<file path="config.mk">
export PLATFORM = sky130hd
export DESIGN_NAME = mux_n_1_pipe_flat
export DESIGN_NICKNAME = d
export VERILOG_FILES = /design/src/rtl/datapath_pkg.sv /design/src/rtl/mux_n_1_pipe_if.sv /design/src/rtl/mux_n_1_comb.sv /design/src/rtl/mux_n_1_pipe.sv /design/src/flat_wrapper.sv
export SDC_FILE = /design/constraint.sdc
export NUM_CORES = 1
export LEC_CHECK = 0
export ABC_CLOCK_PERIOD_IN_PS = 6400
export BUFFER_PORTS_ARGS = -buffer_cell sky130_fd_sc_hd__buf_2
export CAP_MARGIN = 20
export CORE_MARGIN = 4
export CORE_UTILIZATION = 55
export CTS_CLUSTER_DIAMETER = 200
export DETAILED_ROUTE_END_ITERATION = 8
export PLACE_DENSITY = 0.83
export SLEW_MARGIN = 20
export SYNTH_ARGS = -nofsm -noshare
export SYNTH_HDL_FRONTEND = slang
export SYNTH_SLANG_ARGS = --single-unit
</file>
<file path="constraint.sdc">
create_clock -name clk -period 6.4 [get_ports clk]
set_input_delay 1.28 -clock clk [delete_from_list [all_inputs] [get_ports clk]]
set_output_delay 1.28 -clock clk [all_outputs]
set_load 0.03 [all_outputs]
</file>
<file path="src/rtl/datapath_pkg.sv">
// Shared datapath definitions: pipeline-stage state encoding and the default data width
// used by the selector blocks.
package datapath_pkg;

  localparam int DEFAULT_WIDTH = 32;

  localparam logic [1:0] ST_EMPTY = 2'b00;
  localparam logic [1:0] ST_ONE   = 2'b01;
  localparam logic [1:0] ST_FULL  = 2'b10;

endpackage

</file>
<file path="src/rtl/mux_n_1_pipe_if.sv">
// Valid/ready bundle for the registered N:1 selector; the master side drives the
// upstream offer and the downstream ready, the slave side is the pipeline stage itself.
interface mux_n_1_pipe_if
  import datapath_pkg::*;
#(
  parameter int WIDTH    = DEFAULT_WIDTH,
  parameter int N_INPUTS = 4
);

  localparam int SEL_W = $clog2(N_INPUTS);

  logic                      flush;
  logic [N_INPUTS*WIDTH-1:0] in_data;
  logic [SEL_W-1:0]          in_sel;
  logic                      in_valid;
  logic                      in_ready;
  logic [WIDTH-1:0]          out_data;
  logic [SEL_W-1:0]          out_sel;
  logic                      out_sel_err;
  logic                      out_valid;
  logic                      out_ready;

  modport master (
    output flush, in_data, in_sel, in_valid, out_ready,
    input  in_ready, out_data, out_sel, out_sel_err, out_valid
  );

  modport slave (
    input  flush, in_data, in_sel, in_valid, out_ready,
    output in_ready, out_data, out_sel, out_sel_err, out_valid
  );

endinterface

</file>
<file path="src/rtl/mux_n_1_comb.sv">
// Purely combinational N:1 selector; codes with no matching input return DEFAULT_VALUE
// and raise err, so unused selector values never produce X.
module mux_n_1_comb
  import datapath_pkg::*;
#(
  parameter int                 WIDTH         = DEFAULT_WIDTH,
  parameter int                 N_INPUTS      = 4,
  parameter logic [WIDTH-1:0]   DEFAULT_VALUE = '0,
  parameter int                 SEL_W         = $clog2(N_INPUTS)
) (
  input  logic [N_INPUTS*WIDTH-1:0] data,
  input  logic [SEL_W-1:0]          sel,
  output logic [WIDTH-1:0]          y,
  output logic                      err
);

  always_comb begin
    y   = DEFAULT_VALUE;
    err = 1'b1;
    for (int k = 0; k < N_INPUTS; k++) begin
      if (sel == SEL_W'(k)) begin
        y   = data[k*WIDTH +: WIDTH];
        err = 1'b0;
      end
    end
  end

endmodule

</file>
<file path="src/rtl/mux_n_1_pipe.sv">
// Registered N:1 selector with a two-entry (output + skid) valid/ready stage, so operand
// or write-back selection can sit on a pipeline boundary without a combinational path.
module mux_n_1_pipe
  import datapath_pkg::*;
#(
  parameter int               WIDTH         = DEFAULT_WIDTH,
  parameter int               N_INPUTS      = 4,
  parameter logic [WIDTH-1:0] DEFAULT_VALUE = '0
) (
  input logic            clk,
  input logic            reset,
  mux_n_1_pipe_if.slave  bus
);

  localparam int SEL_W = $clog2(N_INPUTS);

  logic [1:0]                state, state_nxt;
  logic                      in_ready_q;
  logic [WIDTH-1:0]          out_data_q;
  logic [SEL_W-1:0]          out_sel_q;
  logic                      out_err_q;
  logic [N_INPUTS*WIDTH-1:0] skid_data;
  logic [SEL_W-1:0]          skid_sel;

  logic [WIDTH-1:0]          in_y, skid_y;
  logic                      in_err, skid_err;
  logic                      out_valid, accept, consume;
  logic                      load_in, load_skid, load_skid_to_out;

  // The skid keeps the raw input vector; its selection is resolved when it moves to OUT.
  mux_n_1_comb #(
    .WIDTH(WIDTH), .N_INPUTS(N_INPUTS), .DEFAULT_VALUE(DEFAULT_VALUE), .SEL_W(SEL_W)
  ) u_in_mux (
    .data(bus.in_data), .sel(bus.in_sel), .y(in_y), .err(in_err)
  );

  mux_n_1_comb #(
    .WIDTH(WIDTH), .N_INPUTS(N_INPUTS), .DEFAULT_VALUE(DEFAULT_VALUE), .SEL_W(SEL_W)
  ) u_skid_mux (
    .data(skid_data), .sel(skid_sel), .y(skid_y), .err(skid_err)
  );

  assign out_valid = (state != ST_EMPTY);
  assign accept    = bus.in_valid && in_ready_q;
  assign consume   = out_valid && bus.out_ready;

  assign bus.in_ready    = in_ready_q;
  assign bus.out_valid   = out_valid;
  assign bus.out_data    = out_data_q;
  assign bus.out_sel     = out_sel_q;
  assign bus.out_sel_err = out_err_q;

  always_comb begin
    state_nxt        = state;
    load_in          = 1'b0;
    load_skid        = 1'b0;
    load_skid_to_out = 1'b0;
    case (state)
      ST_EMPTY: begin
        if (accept) begin
          state_nxt = ST_ONE;
          load_in   = 1'b1;
        end
      end
      ST_ONE: begin
        if (accept && consume) begin
          load_in = 1'b1;
        end else if (consume) begin
          state_nxt = ST_EMPTY;
        end else if (accept) begin
          state_nxt = ST_FULL;
          load_skid = 1'b1;
        end
      end
      ST_FULL: begin
        if (consume) begin
          state_nxt        = ST_ONE;
          load_skid_to_out = 1'b1;
        end
      end
      default: state_nxt = ST_EMPTY;
    endcase
    // Flush empties the stage but leaves the data registers untouched.
    if (bus.flush) begin
      state_nxt        = ST_EMPTY;
      load_in          = 1'b0;
      load_skid        = 1'b0;
      load_skid_to_out = 1'b0;
    end
  end

  always_ff @(posedge clk or posedge reset) begin
    if (reset) begin
      state      <= ST_EMPTY;
      in_ready_q <= 1'b1;
      out_data_q <= '0;
      out_sel_q  <= '0;
      out_err_q  <= 1'b0;
      skid_data  <= '0;
      skid_sel   <= '0;
    end else begin
      state      <= state_nxt;
      in_ready_q <= (state_nxt != ST_FULL);
      if (load_in) begin
        out_data_q <= in_y;
        out_sel_q  <= bus.in_sel;
        out_err_q  <= in_err;
      end else if (load_skid_to_out) begin
        out_data_q <= skid_y;
        out_sel_q  <= skid_sel;
        out_err_q  <= skid_err;
      end
      if (load_skid) begin
        skid_data <= bus.in_data;
        skid_sel  <= bus.in_sel;
      end
    end
  end

endmodule

</file>
<file path="src/flat_wrapper.sv">
// flat-port wrapper written by rule: the top's interface ports become plain ports
module mux_n_1_pipe_flat import datapath_pkg::*;
#(
  parameter int               WIDTH         = DEFAULT_WIDTH,
  parameter int               N_INPUTS      = 4,
  parameter logic [WIDTH-1:0] DEFAULT_VALUE = '0
)
  (clk, reset, bus_flush, bus_in_data, bus_in_sel, bus_in_valid, bus_out_ready, bus_in_ready, bus_out_data, bus_out_sel, bus_out_sel_err, bus_out_valid);
  mux_n_1_pipe_if #(.WIDTH(WIDTH), .N_INPUTS(N_INPUTS)) bus_i ();
  input logic clk;
  input logic reset;
  input wire logic [$bits(bus_i.flush)-1:0] bus_flush;
  input wire logic [$bits(bus_i.in_data)-1:0] bus_in_data;
  input wire logic [$bits(bus_i.in_sel)-1:0] bus_in_sel;
  input wire logic [$bits(bus_i.in_valid)-1:0] bus_in_valid;
  input wire logic [$bits(bus_i.out_ready)-1:0] bus_out_ready;
  output wire logic [$bits(bus_i.in_ready)-1:0] bus_in_ready;
  output wire logic [$bits(bus_i.out_data)-1:0] bus_out_data;
  output wire logic [$bits(bus_i.out_sel)-1:0] bus_out_sel;
  output wire logic [$bits(bus_i.out_sel_err)-1:0] bus_out_sel_err;
  output wire logic [$bits(bus_i.out_valid)-1:0] bus_out_valid;
  assign bus_i.flush = bus_flush;
  assign bus_i.in_data = bus_in_data;
  assign bus_i.in_sel = bus_in_sel;
  assign bus_i.in_valid = bus_in_valid;
  assign bus_i.out_ready = bus_out_ready;
  assign bus_in_ready = bus_i.in_ready;
  assign bus_out_data = bus_i.out_data;
  assign bus_out_sel = bus_i.out_sel;
  assign bus_out_sel_err = bus_i.out_sel_err;
  assign bus_out_valid = bus_i.out_valid;
  mux_n_1_pipe #(.WIDTH(WIDTH), .N_INPUTS(N_INPUTS), .DEFAULT_VALUE(DEFAULT_VALUE)) u_core (.clk(clk), .reset(reset), .bus(bus_i));
endmodule
</file>
==> results.json, run 1 <==
{
  "clkTransAtPathRegs_ps": 60,
  "synth_top_family_by_area": "multiplexers",
  "synthArstFlopShare": 1.00,
  "detail_route.wl_per_cell_um": 21.9,
  "synth_xor_area_frac": 0.00103,
  "fillers": 1042,
  "met1_usage": 0.279,
  "post-cts-setup-buffers": 0,
  "cts.repair.resized": 0,
  "p_leak_uw": 0.00467,
  "vias": 4988,
  "routed_wl_mm": 18.6,
  "synth_nets": 622,
  "use_met2": 0.378,
  "syn_to_final_growth_pct": 18.8,
  "ios": 172,
  "routed_via_density": 5.88,
  "grtUsageTotal": 0.221,
  "peakVddDrop_v": 0.000225,
  "port_buffers": 171,
  "cts_buffers": 17,
  "cts_tree": "done",
  "slew_headroom": 0.341,
  "finalMaxSlewViolations": 0,
  "start_kind": "primary input",
  "setup_viol": 0,
  "yosysWarningCount": 0,
  "dieHeight_um": 132,
  "worstSetupPathType": "primary input to register",
  "clock_sinks": 168,
  "max_freq_ghz": 0.345,
  "yosys-top-cells-count": "dfrtp_1, mux2_2, mux4_2",
  "grt_overflow_total": 0,
  "num_rows": 45,
  "cp_max_fo": 50,
  "period_share": 0.453,
  "tns_ps": 0,
  "grt_pass1_vias": 5681,
  "postLayoutCellArea_mm2": 0.0101,
  "grt_use_met3": 0.0492,
  "max-cap-violations": 0,
  "clock_path_buffers": 2,
  "synth_area_per_cell_um2": 17.4,
  "dpl_cell_area_mm2": 0.00938,
  "gp_congestion": 0.768,
  "grt_max_degree": 106,
  "yosys_register_bits": 168,
  "synth_area_leaders": "dfrtp_1, mux2_2, mux4_2",
  "synth-compound-area-share": 0.00576,
  "cts_root_buffer": "clkbuf_16",
  "grt_first_pass_wirelength_mm": 30.3,
  "dp_hpwl_mm": 12.1,
  "htreeDepth": 4,
  "total_power_uw": 4150,
  "cts-hold-fix-buffers": 0,
  "whs_ps": 490,
  "status": "finished, final reports clean",
  "die_w_um": 132,
  "start_util": 0.560,
  "antenna_left": 0,
  "critPathCapture": "u_core.skid_data[11]",
  "drive_gt1_frac": 0.715,
  "core_area_mm2": 0.0151,
  "hold_viol": 0,
  "setup_ws_ps": 3500,
  "drcViolationCount": 0,
  "rsz0062_at_grt": "false",
  "dieArea_mm2": 0.0175,
  "dr.pass1.iters": 4,
  "worst_slew_pin_slew_ps": 989,
  "dr.first_iter.drc_count": 295,
  "dp_slack_ps": 3070,
  "critPathLaunch": "bus_in_valid",
  "synth_top_area_frac": 0.493,
  "yosys.area_share.adder": 0,
  "synthMuxAreaShare": 0.454,
  "synth_edf_count": 0,
  "arrival_ps": 3200,
  "antenna_found_initial": 2,
  "finalCriticalPeriod_ps": 2900,
  "min_path_type": "register to register",
  "syn_area_mm2": 0.00848,
  "synthFlopType": "dfrtp_1",
  "end_kind": "register",
  "ff2ff_setup_slack_ps": 3940,
  "ff2ff_path_depth": 4,
  "required_ps": 6700,
  "powerDensity_mw_per_mm2": 412,
  "synthDistinctLibCells": 27,
  "reg2reg_from": "u_core.skid_sel[0]",
  "timing.rr.end": "u_core.bus.out_data[26]",
  "yosysMostFrequentCell": "dfrtp_1",
  "skew_ps": 8.20,
  "yosysSeqAreaShare": 0.496,
  "synth-simple-area-share": 0.0103,
  "worst_skew_pair.late_latency_ps": 420,
  "nNetsFinal": 782,
  "top_usage_layer": "met2",
  "synth_top_cell_by_area": "dfrtp_1",
  "syn-instance-count": 487
}
worst min path at each step:
stage | slack, ps | from | depth (start not counted) | endpoint
6_report | 490 | u_core.bus.out_sel_err | 1 | u_core.bus.out_sel_err
5_1_grt | 500 | u_core.bus.out_sel_err | 1 | u_core.bus.out_sel_err
4_1_cts | 490 | u_core.bus.out_sel_err | 1 | u_core.bus.out_sel_err
3_5_place_dp | 480 | u_core.bus.out_sel_err | 1 | u_core.bus.out_sel_err
3_3_place_gp | 470 | u_core.bus.out_sel_err | 1 | u_core.bus.out_sel_err
2_1_floorplan | 470 | u_core.skid_data[56] | 1 | u_core.skid_data[56]
routing by layer:
metal	routed length [µm]	vias to the layer above
li1	-	2191
met1	7610	2630
met2	9750	137
met3	862	28
met4	357	2
met5	7	-
area by class of cell:
| cell class | count | area [µm²] | share of cell area |
|---|---|---|---|
| timing repair buffer | 178 | 908 | 0.0902 |
| clock inverter | 13 | 249 | 0.0247 |
| clock buffer | 19 | 443 | 0.0440 |
| tap | 188 | 235 | 0.0234 |
| inverter | 2 | 12.5 | 0.00124 |
| multi-input combinational | 280 | 4010 | 0.399 |
| sequential | 168 | 4210 | 0.418 |
| antenna | 1 | 2.50 | 0.000248 |
state kept, by name (all words and copies together), names as in the netlist:
signal and cells:
u_core.bus.in_ready 1, u_core.bus.out_data 32, u_core.bus.out_sel 2, u_core.bus.out_sel_err 1
u_core.skid_data 128, u_core.skid_sel 2, u_core.state 2
placed cells by master, fill, tap and decap left out, drive strengths merged, types with 2 or more instances in the layout:
master	instances
dfrtp	167
clkinv	4
nand2b	2
clkbuf	19
and3b	2
nand2	3
nor2	2
mux2	194
clkinvlp	2
buf	178
mux4	64
nor3b	2
a221o	2
inv	2
bufinv	7
a21oi	2
per-stage QoR:
step                      utilization  instances
after detailed placement        0.619        816
after global placement          0.619        816
after CTS                       0.665        848
after global routing            0.665        849
after floorplan                     -        487
final                           0.665        849
critical path: stages:
cell,delay (ps)
buf_2,110
and3b_1,220
nand3_4,490
buf_4,640
mux2_2,420
logic make-up after synthesis:
logic type,Yosys count
flip-flops,168
buffers and inverters,39
AND/OR/NAND/NOR,15
multiplexers,258
AO/OA/AOI/OAI,6
XOR/XNOR,1
power breakdown:
group	leakage, µW	internal, µW	switching (µW)
Clock	0.000333	780	418
Combinational	0.00227	768	523
Sequential	0.00207	1420	240
Total	0.00467	2970	1180
Power figures use the tool's default switching activity.
==> run 2, diff against run 1 <==
--- a/config.mk
+++ b/config.mk
@@ -5,14 +5,15 @@
 export SDC_FILE = /design/constraint.sdc
 export NUM_CORES = 1
 export LEC_CHECK = 0
-export ABC_CLOCK_PERIOD_IN_PS = 6400
+export ABC_AREA = 1
+export ABC_CLOCK_PERIOD_IN_PS = 2500
 export BUFFER_PORTS_ARGS = -buffer_cell sky130_fd_sc_hd__buf_2
 export CAP_MARGIN = 20
 export CORE_MARGIN = 4
-export CORE_UTILIZATION = 55
+export CORE_UTILIZATION = 50
 export CTS_CLUSTER_DIAMETER = 200
 export DETAILED_ROUTE_END_ITERATION = 8
-export PLACE_DENSITY = 0.83
+export PLACE_DENSITY = 0.79
 export SLEW_MARGIN = 20
 export SYNTH_ARGS = -nofsm -noshare
 export SYNTH_HDL_FRONTEND = slang
==> constraint.sdc (replaced) <==
create_clock -name clk -period 2.5 [get_ports clk]
set_input_delay 0.5 -clock clk [delete_from_list [all_inputs] [get_ports clk]]
set_output_delay 0.5 -clock clk [all_outputs]
set_load 0.03 [all_outputs]
==> results.json, run 2 <==
{
  "status": "finished, final reports clean",
  "syn-instance-count": 1231,
  "synthFlopType": "dfrtp_1",
  "drcViolationCount": 0,
  "yosys_register_bits": 168,
  "grt_pass1_vias": 8657,
  "skew_ps": 8.49,
  "yosysSeqAreaShare": 0.477,
  "syn_to_final_growth_pct": 18.2,
  "routed_via_density": 5.55,
  "layout.cells.non_filler": 1592,
  "dpl_cell_area_mm2": 0.00977,
  "reg2reg_from": "u_core.skid_sel[0]",
  "dp_slack_ps": 370,
  "grt_overflow_total": 0,
  "powerDensity_mw_per_mm2": 1130,
  "syn_area_mm2": 0.00882,
  "start_kind": "register",
  "fin_util": 0.603,
  "rsz0062_at_grt": "false",
  "max_freq_ghz": 0.512,
  "finalCriticalPeriod_ps": 1950,
  "num_rows": 48,
  "grtUsageTotal": 0.273,
  "dr.pass1.iters": 6,
  "cts_buffers": 17,
  "drive_gt1_frac": 0.178,
  "timing.rr.end": "u_core.bus.out_data[31]",
  "final_common_cell": "nand2_1",
  "dp_hpwl_mm": 16.8,
  "dieHeight_um": 141,
  "synth_top_area_frac": 0.474,
  "regArea_mm2": 0.00421,
  "postLayoutCellArea_mm2": 0.0104,
  "cts_tree": "done",
  "dieArea_mm2": 0.0198,
  "detail_route.wl_per_cell_um": 16.8,
  "place_inst": 1560,
  "cts.repair.resized": 0,
  "end_kind": "register",
  "start_util": 0.510,
  "arrival_ps": 2280,
  "required_ps": 2820,
  "ff2ff_path_depth": 7,
  "post-cts-setup-buffers": 0,
  "clkTransAtPathRegs_ps": 60,
  "min_path_type": "primary input to asynchronous set/reset pin",
  "grt_max_degree": 102,
  "dr.first_iter.drc_count": 1051,
  "hold_viol": 0,
  "cp_max_fo": 28,
  "max-cap-violations": 0,
  "worstSetupPathType": "register to register",
  "die_w_um": 141,
  "clock_path_buffers": 2,
  "worst_slew_pin_slew_ps": 1010,
  "multiInputGateArea_mm2": 0.00400,
  "vias": 8830,
  "ff2ff_setup_slack_ps": 550,
  "setup_ws_ps": 548,
  "gp_congestion": 0.837,
  "period_share": 0.781,
  "yosysWarningCount": 0,
  "top_register": "u_core.skid_data",
  "critPathLaunch": "u_core.skid_sel[0]",
  "p_leak_uw": 0.00568,
  "clock_sinks": 168,
  "synth_top_cell_by_area": "dfrtp_1",
  "antenna_left": 0,
  "synthArstFlopShare": 1.00,
  "synth_edf_count": 0,
  "slew_headroom": 0.324,
  "grt_first_pass_wirelength_mm": 44.1,
  "synth_area_leaders": "dfrtp_1, nand2_1, nand3_1",
  "final_cell_mix": "nand2_1, nand3_1, buf_2",
  "largest_reg_flops": 128,
  "setup_viol": 0,
  "htreeDepth": 4,
  "antenna_found_initial": 0,
  "core_area_mm2": 0.0173,
  "synth_nets": 1366,
  "n_antenna_cell": 0,
  "finalMaxSlewViolations": 0,
  "ios": 172,
  "total_power_uw": 11800,
  "port_buffers": 171,
  "worst_skew_pair.late_latency_ps": 430,
  "yosysMostFrequentCell": "nand2_1",
  "nNetsFinal": 1489,
  "cts_root_buffer": "clkbuf_16",
  "synth_area_per_cell_um2": 7.17,
  "yosys-top-cells-count": "nand2_1, nand3_1, dfrtp_1",
  "peakVddDrop_v": 0.000586,
  "fillers": 1603,
  "synthDistinctLibCells": 21,
  "routed_wl_mm": 26.8,
  "cts-hold-fix-buffers": 0
}
-- run 2: cell count changes after synthesis, sizes merged, moves of 3 or more --
cell	delta
buf	+51
nand3	+261
inv	+39
nand2	+462
o21ai	+65
or2	+4
mux2	-194
mux4	-64
nor2	+99
a21oi	+28
clkbuf	+3
-- run 2: report_power, final --
| group | total (µW) | internal, µW | switching, µW |
|---|---|---|---|
| Clock | 2960 | 1880 | 1090 |
| Combinational | 4290 | 1420 | 2870 |
| Sequential | 4580 | 3940 | 640 |
| Total | 11800 | 7240 | 4590 |
-- run 2: worst max path at each step --
stage                              end  slack (ps)  cells after the start
6_report       u_core.bus.out_data[31]         550                      7
3_5_place_dp   u_core.bus.out_data[24]         370                      8
5_1_grt        u_core.bus.out_data[16]         380                      7
4_1_cts        u_core.bus.out_data[31]         590                      7
3_3_place_gp   u_core.bus.out_data[29]         420                      8
2_1_floorplan   u_core.bus.out_data[0]        -140                      1
-- run 2: stage by stage --
| stage | setup TNS, ps | hold WS [ps] |
|---|---|---|
| 3_5_place_dp | 0 | 452 |
| 5_1_grt | 0 | 126 |
| 4_1_cts | 0 | 105 |
| 3_3_place_gp | 0 | 447 |
| 6_report | 0 | 102 |
| 2_1_floorplan | -23370 | 434 |
-- run 2: cell families (layout without fill, tap and decap cells) --
family                 count (synthesis)  in the layout  share of synthesized area
and+or+nand+nor                      833            833                      0.396
DFF                                  168            168                      0.477
buffers and inverters                132            268                     0.0715
AOI/OAI and AO/OA                     98             98                     0.0563
-- run 2: layout make-up --
type	count	area share
sequential	168	0.403
clock buffer	24	0.0472
inverter	41	0.0154
tap	225	0.0270
clock inverter	8	0.0158
timing repair buffer	195	0.108
multi-input combinational	931	0.383
-- run 2: metal layers --
| metal | track usage | vias up | share of wire |
|---|---|---|---|
| met4 | 0.0816 | 0 | 0.019 |
| met1 | 0.380 | 4126 | 0.42 |
| li1 | - | 4208 | - |
| met5 | 0 | - | 0 |
| met3 | 0.0472 | 45 | 0.087 |
| met2 | 0.443 | 451 | 0.47 |
-- run 2: worst max-delay path, cell delays in order, from the launching register on --
cell,delay (ps)
dfrtp_1,610
nand2_1,270
inv_2,540
nand2_1,100
nand3_1,130
nand2_1,80
nand2_1,60
nand2_1,50
